===== src/rtl/multiplex_dispatch.sv =====
// multiplex_dispatch: splits one word stream across four virtual-channel FIFOs.
// The destination VC is taken from the top two bits of each word. A small input
// buffer decouples the producer from per-VC backpressure. Dispatch is strictly
// in order, so a full head VC blocks all later words.
// Optional feature: define MUX_COUNTERS_EN for live per-VC push counters;
// otherwise cnt0..cnt3 are tied to zero.
module multiplex_dispatch #(
    parameter int unsigned DATA_W = 12,
    parameter int unsigned DEPTH  = 4,
    parameter int unsigned CNT_W  = 8
) (
    input  logic              clk,
    input  logic              reset,
    input  logic [3:0]        state,
    input  logic [DATA_W-1:0] in_data,
    input  logic              in_valid,
    output logic              in_ready,
    input  logic              full0,
    input  logic              full1,
    input  logic              full2,
    input  logic              full3,
    output logic [DATA_W-1:0] p0,
    output logic [DATA_W-1:0] p1,
    output logic [DATA_W-1:0] p2,
    output logic [DATA_W-1:0] p3,
    output logic              push0,
    output logic              push1,
    output logic              push2,
    output logic              push3,
    output logic [CNT_W-1:0]  cnt0,
    output logic [CNT_W-1:0]  cnt1,
    output logic [CNT_W-1:0]  cnt2,
    output logic [CNT_W-1:0]  cnt3
);

    localparam int unsigned PTR_W = $clog2(DEPTH);

    typedef enum logic [3:0] {
        LINK_RESET  = 4'b0001,
        LINK_INIT   = 4'b0010,
        LINK_IDLE   = 4'b0100,
        LINK_ACTIVE = 4'b1000
    } link_state_e;

    localparam logic [PTR_W:0]   OCC_FULL = (PTR_W + 1)'(DEPTH);
    localparam logic [PTR_W:0]   OCC_ONE  = (PTR_W + 1)'(1);
    localparam logic [PTR_W-1:0] PTR_ONE  = PTR_W'(1);

    logic [DATA_W-1:0] mem_q [DEPTH];
    logic [PTR_W-1:0]  wr_ptr_q, rd_ptr_q;
    logic [PTR_W:0]    count_q, count_d;
    logic              in_ready_q, in_ready_d;
    logic [3:0]        push_q, push_d;
    logic [DATA_W-1:0] p_q [4];

    logic              flush;
    logic              accept;
    logic              pop;
    logic [DATA_W-1:0] head;
    logic [1:0]        head_vc;
    logic [3:0]        full_vec;

    // Accept/pop decisions, occupancy bookkeeping and next push strobes.
    always_comb begin
        flush    = reset || (state == LINK_RESET);
        full_vec = {full3, full2, full1, full0};
        head     = mem_q[rd_ptr_q];
        head_vc  = head[DATA_W-1 -: 2];
        // A full buffer never accepts, even when the head pops in the same edge.
        accept   = in_valid && in_ready_q && (count_q != OCC_FULL);
        pop      = !flush && (count_q != '0) && !full_vec[head_vc];

        count_d = count_q;
        if (accept && !pop) begin
            count_d = count_q + OCC_ONE;
        end else if (!accept && pop) begin
            count_d = count_q - OCC_ONE;
        end

        in_ready_d = (state == LINK_ACTIVE) && (count_d < OCC_FULL);

        push_d = '0;
        if (pop) begin
            push_d[head_vc] = 1'b1;
        end
    end

    // Buffer storage; contents are don't-care outside the occupied window.
    always_ff @(posedge clk) begin
        if (!flush && accept) begin
            mem_q[wr_ptr_q] <= in_data;
        end
    end

    // Pointers, occupancy, ready flag and VC output registers.
    always_ff @(posedge clk) begin
        if (flush) begin
            wr_ptr_q   <= '0;
            rd_ptr_q   <= '0;
            count_q    <= '0;
            in_ready_q <= 1'b0;
            push_q     <= '0;
            for (int unsigned i = 0; i < 4; i++) begin
                p_q[i] <= '0;
            end
        end else begin
            if (accept) begin
                wr_ptr_q <= wr_ptr_q + PTR_ONE;
            end
            if (pop) begin
                rd_ptr_q    <= rd_ptr_q + PTR_ONE;
                p_q[head_vc] <= head;
            end
            count_q    <= count_d;
            in_ready_q <= in_ready_d;
            push_q     <= push_d;
        end
    end

    assign in_ready = in_ready_q;
    assign p0       = p_q[0];
    assign p1       = p_q[1];
    assign p2       = p_q[2];
    assign p3       = p_q[3];
    assign push0    = push_q[0];
    assign push1    = push_q[1];
    assign push2    = push_q[2];
    assign push3    = push_q[3];

`ifdef MUX_COUNTERS_EN
    logic [CNT_W-1:0] cnt_q [4];

    // Per-VC push counters; advance together with the push strobe and wrap silently.
    always_ff @(posedge clk) begin
        if (flush) begin
            for (int unsigned i = 0; i < 4; i++) begin
                cnt_q[i] <= '0;
            end
        end else begin
            for (int unsigned i = 0; i < 4; i++) begin
                if (push_d[i]) begin
                    cnt_q[i] <= cnt_q[i] + CNT_W'(1);
                end
            end
        end
    end

    assign cnt0 = cnt_q[0];
    assign cnt1 = cnt_q[1];
    assign cnt2 = cnt_q[2];
    assign cnt3 = cnt_q[3];
`else
    assign cnt0 = '0;
    assign cnt1 = '0;
    assign cnt2 = '0;
    assign cnt3 = '0;
`endif

endmodule

===== config.mk =====
export PLATFORM = sky130hd
export DESIGN_NAME = multiplex_dispatch
export DESIGN_NICKNAME = d
export VERILOG_FILES = /design/src/rtl/multiplex_dispatch.sv
export SDC_FILE = /design/constraint.sdc
export NUM_CORES = 1
export LEC_CHECK = 0
export CAP_MARGIN = 20
export CORE_ASPECT_RATIO = 0.7
export CORE_UTILIZATION = 40
export CTS_CLUSTER_DIAMETER = 30
export DETAILED_ROUTE_END_ITERATION = 10
export PLACE_DENSITY = 0.79
export SYNTH_ARGS = -nofsm -noshare
export SYNTH_HDL_FRONTEND = slang
export SYNTH_SLANG_ARGS = --single-unit

===== constraint.sdc =====
create_clock -name clk -period 3.15 [get_ports clk]
set_clock_uncertainty 0.2 [all_clocks]
set_input_delay 0.315 -clock clk [delete_from_list [all_inputs] [get_ports clk]]
set_output_delay 0.315 -clock clk [all_outputs]
set_load 0.005 [all_outputs]

==> flow_metrics.py, run 1 <==
metrics = {
    "yosys": {
        "synth_top_cell_area_share": 0.637,
        "yosys_warnings": 0,
        "synthArstFlopShare": 0,
        "yosys-top-cells-area": "edfxtp_1 (64%), dfxtp_1 (6.2%), mux4_2 (6.0%), buf_4 (5.5%), and2_1 (4.4%)",
        "syn_area_um2": 4520,
        "yosysMostFrequentCell": "edfxtp_1",
        "syn_avg_cell_area_um2": 16.0,
        "synth_edf_count": 96,
        "synth.top_cells.by_count": "edfxtp_1 (96), buf_4 (33), and2_1 (32)",
        "ys_ff_latch": 110,
        "syn_inst": 283,
        "synth_top_area_cell": "edfxtp_1",
        "synth_seq_area_share": 0.699,
        "synth_cell_types": 35,
        "ys.flop_type": "edfxtp_1",
    },
    "setup_path": {
        "cpMaxStageDelayCell": "nor3_1",
        "critical_path_class": "flip-flop to flip-flop",
        "crit_path_max_incr_delay_ns": 0.78,
        "worstPathArrival_ns": 2.76,
        "rr_worst_depth": 3,
        "r2r_end": "p_q[2][8]",
        "cp.required_ns": 2.93,
        "cp_cell_sequence": "mux4_2, nor3_1, nand2b_1",
        "crit_fanout": 12,
        "r2r_setup_slack_ns": 0.16,
        "endpoint_kind": "flip-flop",
        "start_kind": "flip-flop",
    },
    "power": {
        "seqPwrFrac": 0.577,
        "combPwrFrac": 0.055,
        "p_clk_frac": 0.368,
        "power.density_nw_per_um2": 501,
        "power_switching_uw": 532,
        "p_sw_frac": 0.189,
        "ir_worst_vdd_v": 0.000286,
        "p_leak_nw": 2.08,
        "internal_power_mw": 2.28,
    },
    "die": {
        "rows": 32,
        "dieWidth_um": 129,
        "die_area_um2": 11700,
        "io_pins": 108,
        "core_um2": 11000,
        "fp.dieH_um": 91.0,
        "start_util": 0.411,
    },
    "placed_design": {
        "placed_cells": 509,
        "gp_congestion": 0.798,
        "portBuffers": 75,
        "pre_cts_slack_ns": 0.0491,
        "hpwl_um": 6040,
    },
    "global_routing": {
        "grt_max_degree": 17,
        "grt_pass1_vias": 2432,
        "globalRouteTotalUtil": 0.150,
        "grt_remaining_overflow": 0,
        "grt_pass1_wl_um": 12800,
        "antenna_found_initial": 0,
    },
    "route": {
        "wl_per_cell_um": 15.4,
        "dr.pass1.iters": 4,
        "postRouteAntennaNets": 0,
        "drtIter0Drc": 138,
        "vias_per_cell": 4.56,
        "routed_wl_um": 8090,
        "via_count": 2392,
        "drc": 0,
    },
    "timing": {
        "fin_crit_ns": 2.99,
        "fin_setup_tns_ns": 0,
        "rsz0062_at_grt": "no",
        "hold_viol_final": 0,
        "setup_ws_ns": 0.165,
        "max_freq_ghz": 0.335,
        "drv_slew": 0,
        "max_slew_margin": 0.379,
        "worst_pin_slew_ns": 0.925,
        "setup_viol": 0,
        "period_share": 0.948,
    },
    "cells_and_area": {
        "drive_above_1_share": 0.0887,
        "area_growth_pct": 24.3,
        "final_util": 0.511,
        "diodes": 0,
        "fin_nets": 399,
        "finalNonFillerCells": 525,
    },
    "cts": {
        "tritoncts": "built",
        "numCtsBuffers": 9,
        "clock_path_buffers": 2,
        "ctsHoldBuffers": 0,
        "root_buffer": "clkbuf_16",
        "cts-htree-levels": 3,
        "path_clk_slew_ns": 0.06,
        "insertion_delay_ns": 0.34,
        "clock_sinks": 110,
    },
    "hold_path": {
        "holdPathStages": 1,
        "hold_class": "flip-flop to flip-flop",
        "min_from": "rd_ptr_q[1]",
        "min_to": "rd_ptr_q[1]",
    },
    "flow_run": {
        "maxCapViolCount": 0,
    },
    "run_status": {
        "status": "completed",
    },
}
[per-stage QoR]
stage          area [um2]  power, mW  hold WS, ns
2_1_floorplan        4660       1.73        0.191
3_3_place_gp         5340       1.81        0.244
3_5_place_dp         5340       1.81        0.246
4_1_cts              5610       2.84        0.263
5_1_grt              5630       2.90        0.284
6_report             5630       2.82        0.264
[critical path, delay by kind of cell, from the launching register on]
family | cells | cell delay [ns]
AND/OR/NAND/NOR | 2 | 1.33
multiplexers | 1 | 0.62
flip-flops | 1 | 0.47
[power by group through the flow]
stage                     sequential [mW]  clock, mW  combinational (mW)
after global placement               1.66          0               0.148
after detailed placement             1.66          0               0.153
final                                1.63       1.04               0.154
after floorplan                      1.66          0              0.0715
after global routing                 1.63       1.11               0.169
after CTS                            1.63       1.06               0.154
[registers in the layout, summed over array words and instances (netlist names), named ones only]
register,flops
count_q,3
p_q,48
in_ready,1
push_q,4
wr_ptr_q,2
mem_q,48
rd_ptr_q,2
[per-layer routing]
metal | part of all wire | track usage | vias to the layer above
met5 | 0 | 0 | -
met4 | 0.013 | 0.0520 | 0
met3 | 0.055 | 0.0519 | 9
met2 | 0.49 | 0.246 | 64
met1 | 0.44 | 0.184 | 1181
li1 | - | - | 1138
[logic make-up (layout without fill, tap and decap cells)]
| kind of cell | count (synthesis) | in the layout | synth area share |
|---|---|---|---|
| muxes | 19 | 19 | 0.0755 |
| DFF | 110 | 110 | 0.699 |
| and+or+nand+nor | 84 | 84 | 0.111 |
| other | 1 | 36 | 0.000829 |
| buffers and inverters | 49 | 103 | 0.0708 |
| AOI/OAI and AO/OA | 9 | 9 | 0.0141 |
| xor gates and xnor gates | 2 | 2 | 0.00387 |
| adders and majority gates | 9 | 9 | 0.0249 |
[cells in the final DEF (no fill, tap or decap), types with 2 or more instances in the layout]
cell and n:
clkbuf_16 10, conb_1 36, buf_4 4, a211oi_1 2
o21ai_0 3, a21oi_1 2, mux2i_1 6, nand3_1 2
edfxtp_1 96, ha_1 9, clkdlybuf4s50_1 75, dfxtp_1 14
nand2_1 12, clkbuf_1 5, mux4_2 12, and3_1 16
and2_1 32, nor2_1 4, inv_1 8, nand2b_1 4
nor3_1 4
[worst max path at each step]
stage / start / endpoint
finish: flip-flop / p_q[2][8]
detailed placement: state[1] / p_q[2][8]
CTS: flip-flop / p_q[2][8]
global placement: full1 / count_q[2]
global route: flip-flop / p_q[2][4]
floorplan: flip-flop / count_q[2]
[final cells by class]
type | count | area [um2]
Multi-Input combinational cell | 159 | 1190
Sequential cell | 110 | 3160
Fill cell | 896 | 5390
Tap cell | 153 | 191
Clock inverter | 1 | 5.00
Timing Repair Buffer | 79 | 781
Clock buffer | 15 | 269
Inverter | 8 | 30.0
[repair_timing]
item	CTS	global route
setup endpoints to repair	0	3
setup buffers	0	0
gates resized for setup	0	2
No activity file was read; power rests on OpenSTA's default activity.
==> run 2, diff against run 1 <==
--- a/config.mk
+++ b/config.mk
@@ -6,7 +6,7 @@
 export NUM_CORES = 1
 export LEC_CHECK = 0
 export CAP_MARGIN = 20
-export CORE_ASPECT_RATIO = 0.7
+export CORE_ASPECT_RATIO = 0.5
 export CORE_UTILIZATION = 40
 export CTS_CLUSTER_DIAMETER = 30
 export DETAILED_ROUTE_END_ITERATION = 10
==> run 2 against run 1 <==
The run now ends with DRC left. Routed wire length decreased by 5.0%. Cell count is 1.5% lower. Combinational power about the same. Critical path type unchanged.
==> flow_metrics.py, run 2 (synthesis results as in run 1) <==
metrics = {
    "run_status": {
        "status": "complete, but fails checks",
        "failed_checks": "DRC",
    },
    "power": {
        "p_total_mw": 2.87,
        "p_sw_frac": 0.216,
        "p_clk_frac": 0.382,
        "power.density_nw_per_um2": 511,
        "internal_power_mw": 2.25,
        "ir_worst_vdd_v": 0.000267,
        "combPwrFrac": 0.054,
        "seqPwrFrac": 0.565,
        "power_switching_uw": 620,
        "p_leak_nw": 2.09,
    },
    "flow_run": {
        "maxCapViolCount": 0,
    },
    "timing": {
        "max_slew_margin": 0.498,
        "setup_viol": 0,
        "setup_ws_ns": 0.258,
        "max_freq_ghz": 0.346,
        "whs_ns": 0.265,
        "hold_viol_final": 0,
        "fin_setup_tns_ns": 0,
        "fin_crit_ns": 2.89,
        "worst_pin_slew_ns": 0.747,
        "drv_slew": 0,
        "period_share": 0.918,
        "rsz0062_at_grt": "no",
    },
    "die": {
        "core_um2": 11000,
        "rows": 27,
        "fp.dieH_um": 77.2,
        "start_util": 0.411,
        "io_pins": 108,
        "dieWidth_um": 152,
        "die_area_um2": 11800,
    },
    "route": {
        "drtIter0Drc": 196,
        "postRouteAntennaNets": 0,
        "via_count": 2372,
        "wl_per_cell_um": 14.9,
        "routed_wl_um": 7680,
        "vias_per_cell": 4.59,
        "drc": 12,
        "dr.pass1.iters": 8,
    },
    "cells_and_area": {
        "reg_top3": "mem_q x48, p_q x48, push_q x4",
        "diodes": 0,
        "drive_above_1_share": 0.0995,
        "fin_nets": 399,
        "area_growth_pct": 24.4,
        "mostFrequentLayoutCell": "edfxtp_1",
        "final_cell_mix": "edfxtp_1 (96), clkdlybuf4s50_1 (75), conb_1 (36)",
    },
    "setup_path": {
        "cp.required_ns": 2.94,
        "r2r_end": "p_q[1][7]",
        "start_kind": "flip-flop",
        "r2r_setup_slack_ns": 0.26,
        "cp_cell_sequence": "mux4_2, nor4_2, nand2b_1",
        "critical_path_class": "flip-flop to flip-flop",
        "cpMaxStageDelayCell": "nor4_2",
        "crit_fanout": 12,
        "crit_path_max_incr_delay_ns": 0.70,
        "rr_worst_depth": 3,
        "worstPathArrival_ns": 2.68,
        "endpoint_kind": "flip-flop",
    },
    "placed_design": {
        "portBuffers": 75,
        "gp_congestion": 0.764,
        "pre_cts_slack_ns": 0.0346,
        "hpwl_um": 5570,
    },
    "cts": {
        "clock_path_buffers": 2,
        "insertion_delay_ns": 0.35,
        "cts-htree-levels": 3,
        "path_clk_slew_ns": 0.07,
        "root_buffer": "clkbuf_16",
        "numCtsBuffers": 9,
        "tritoncts": "built",
        "clock_sinks": 110,
    },
    "hold_path": {
        "hold_class": "flip-flop to flip-flop",
        "holdPathStages": 1,
        "min_from": "rd_ptr_q[1]",
    },
    "global_routing": {
        "grt_max_degree": 21,
        "grt_pass1_wl_um": 12300,
        "antenna_found_initial": 0,
        "globalRouteTotalUtil": 0.140,
        "grt_pass1_vias": 2302,
        "grt_remaining_overflow": 0,
    },
}
## run 2: cell types whose count changed in the layout (fill, tap and decap cells not counted), sizes merged
cell,previous run,this run
clkinv,1,3
inv,8,12
clkbuf,15,9
## run 2: how the worst max path moves through the flow
stage                          from         end  slack [ns]  depth (start not counted)
after CTS                 flip-flop  count_q[2]        0.18                         10
final                     flip-flop   p_q[1][7]        0.26                          3
after global placement        full1  count_q[2]        0.13                          9
after global routing      flip-flop   p_q[1][1]        0.01                          3
after floorplan           flip-flop  count_q[2]        0.62                         11
after detailed placement      full1  count_q[2]        0.03                         11
## run 2: worst max-delay path: cells and delay by family (launching register included)
family	cells	cell delay (ns)
flip-flops	1	0.46
AND/OR/NAND/NOR	2	1.24
multiplexers	1	0.63
## run 2: final cells by class
cell class / count / area (um2)
Multi-Input combinational cell: 159 / 1180
Fill cell: 883 / 5380
Sequential cell: 110 / 3160
Clock buffer: 9 / 225
Clock inverter: 7 / 65.1
Timing Repair Buffer: 79 / 781
Tap cell: 145 / 181
Inverter: 8 / 30.0
## run 2: power groups by stage
stage | clock network, mW | logic [mW] | registers (mW)
final | 1.10 | 0.154 | 1.62
after global routing | 1.17 | 0.166 | 1.63
after CTS | 1.12 | 0.154 | 1.62
after detailed placement | 0 | 0.153 | 1.66
after global placement | 0 | 0.151 | 1.66
after floorplan | 0 | 0.0715 | 1.66
## run 2: timing repair
action | CTS | global route
hold buffers | 0 | 0
endpoints found under the hold margin | 0 | 0
buffers inserted | 0 | 0
setup endpoints to repair | 0 | 3
gates resized for setup | 0 | 1
## run 2: metrics by stage
| step | instance area [um2] | cells | utilization |
|---|---|---|---|
| final | 5630 | 517 | 0.511 |
| after global routing | 5630 | 517 | 0.511 |
| after CTS | 5620 | 517 | 0.510 |
| after detailed placement | 5330 | 501 | 0.484 |
| after global placement | 5330 | 501 | 0.484 |
| after floorplan | 4660 | 318 | - |
## run 2: layer usage
| layer | vias up | global-route usage | wire, um |
|---|---|---|---|
| met5 | - | 0 | 0 |
| met4 | 0 | 0.0531 | 128 |
| met3 | 10 | 0.0418 | 440 |
| met2 | 85 | 0.224 | 3650 |
| met1 | 1143 | 0.181 | 3470 |
| li1 | 1134 | - | - |
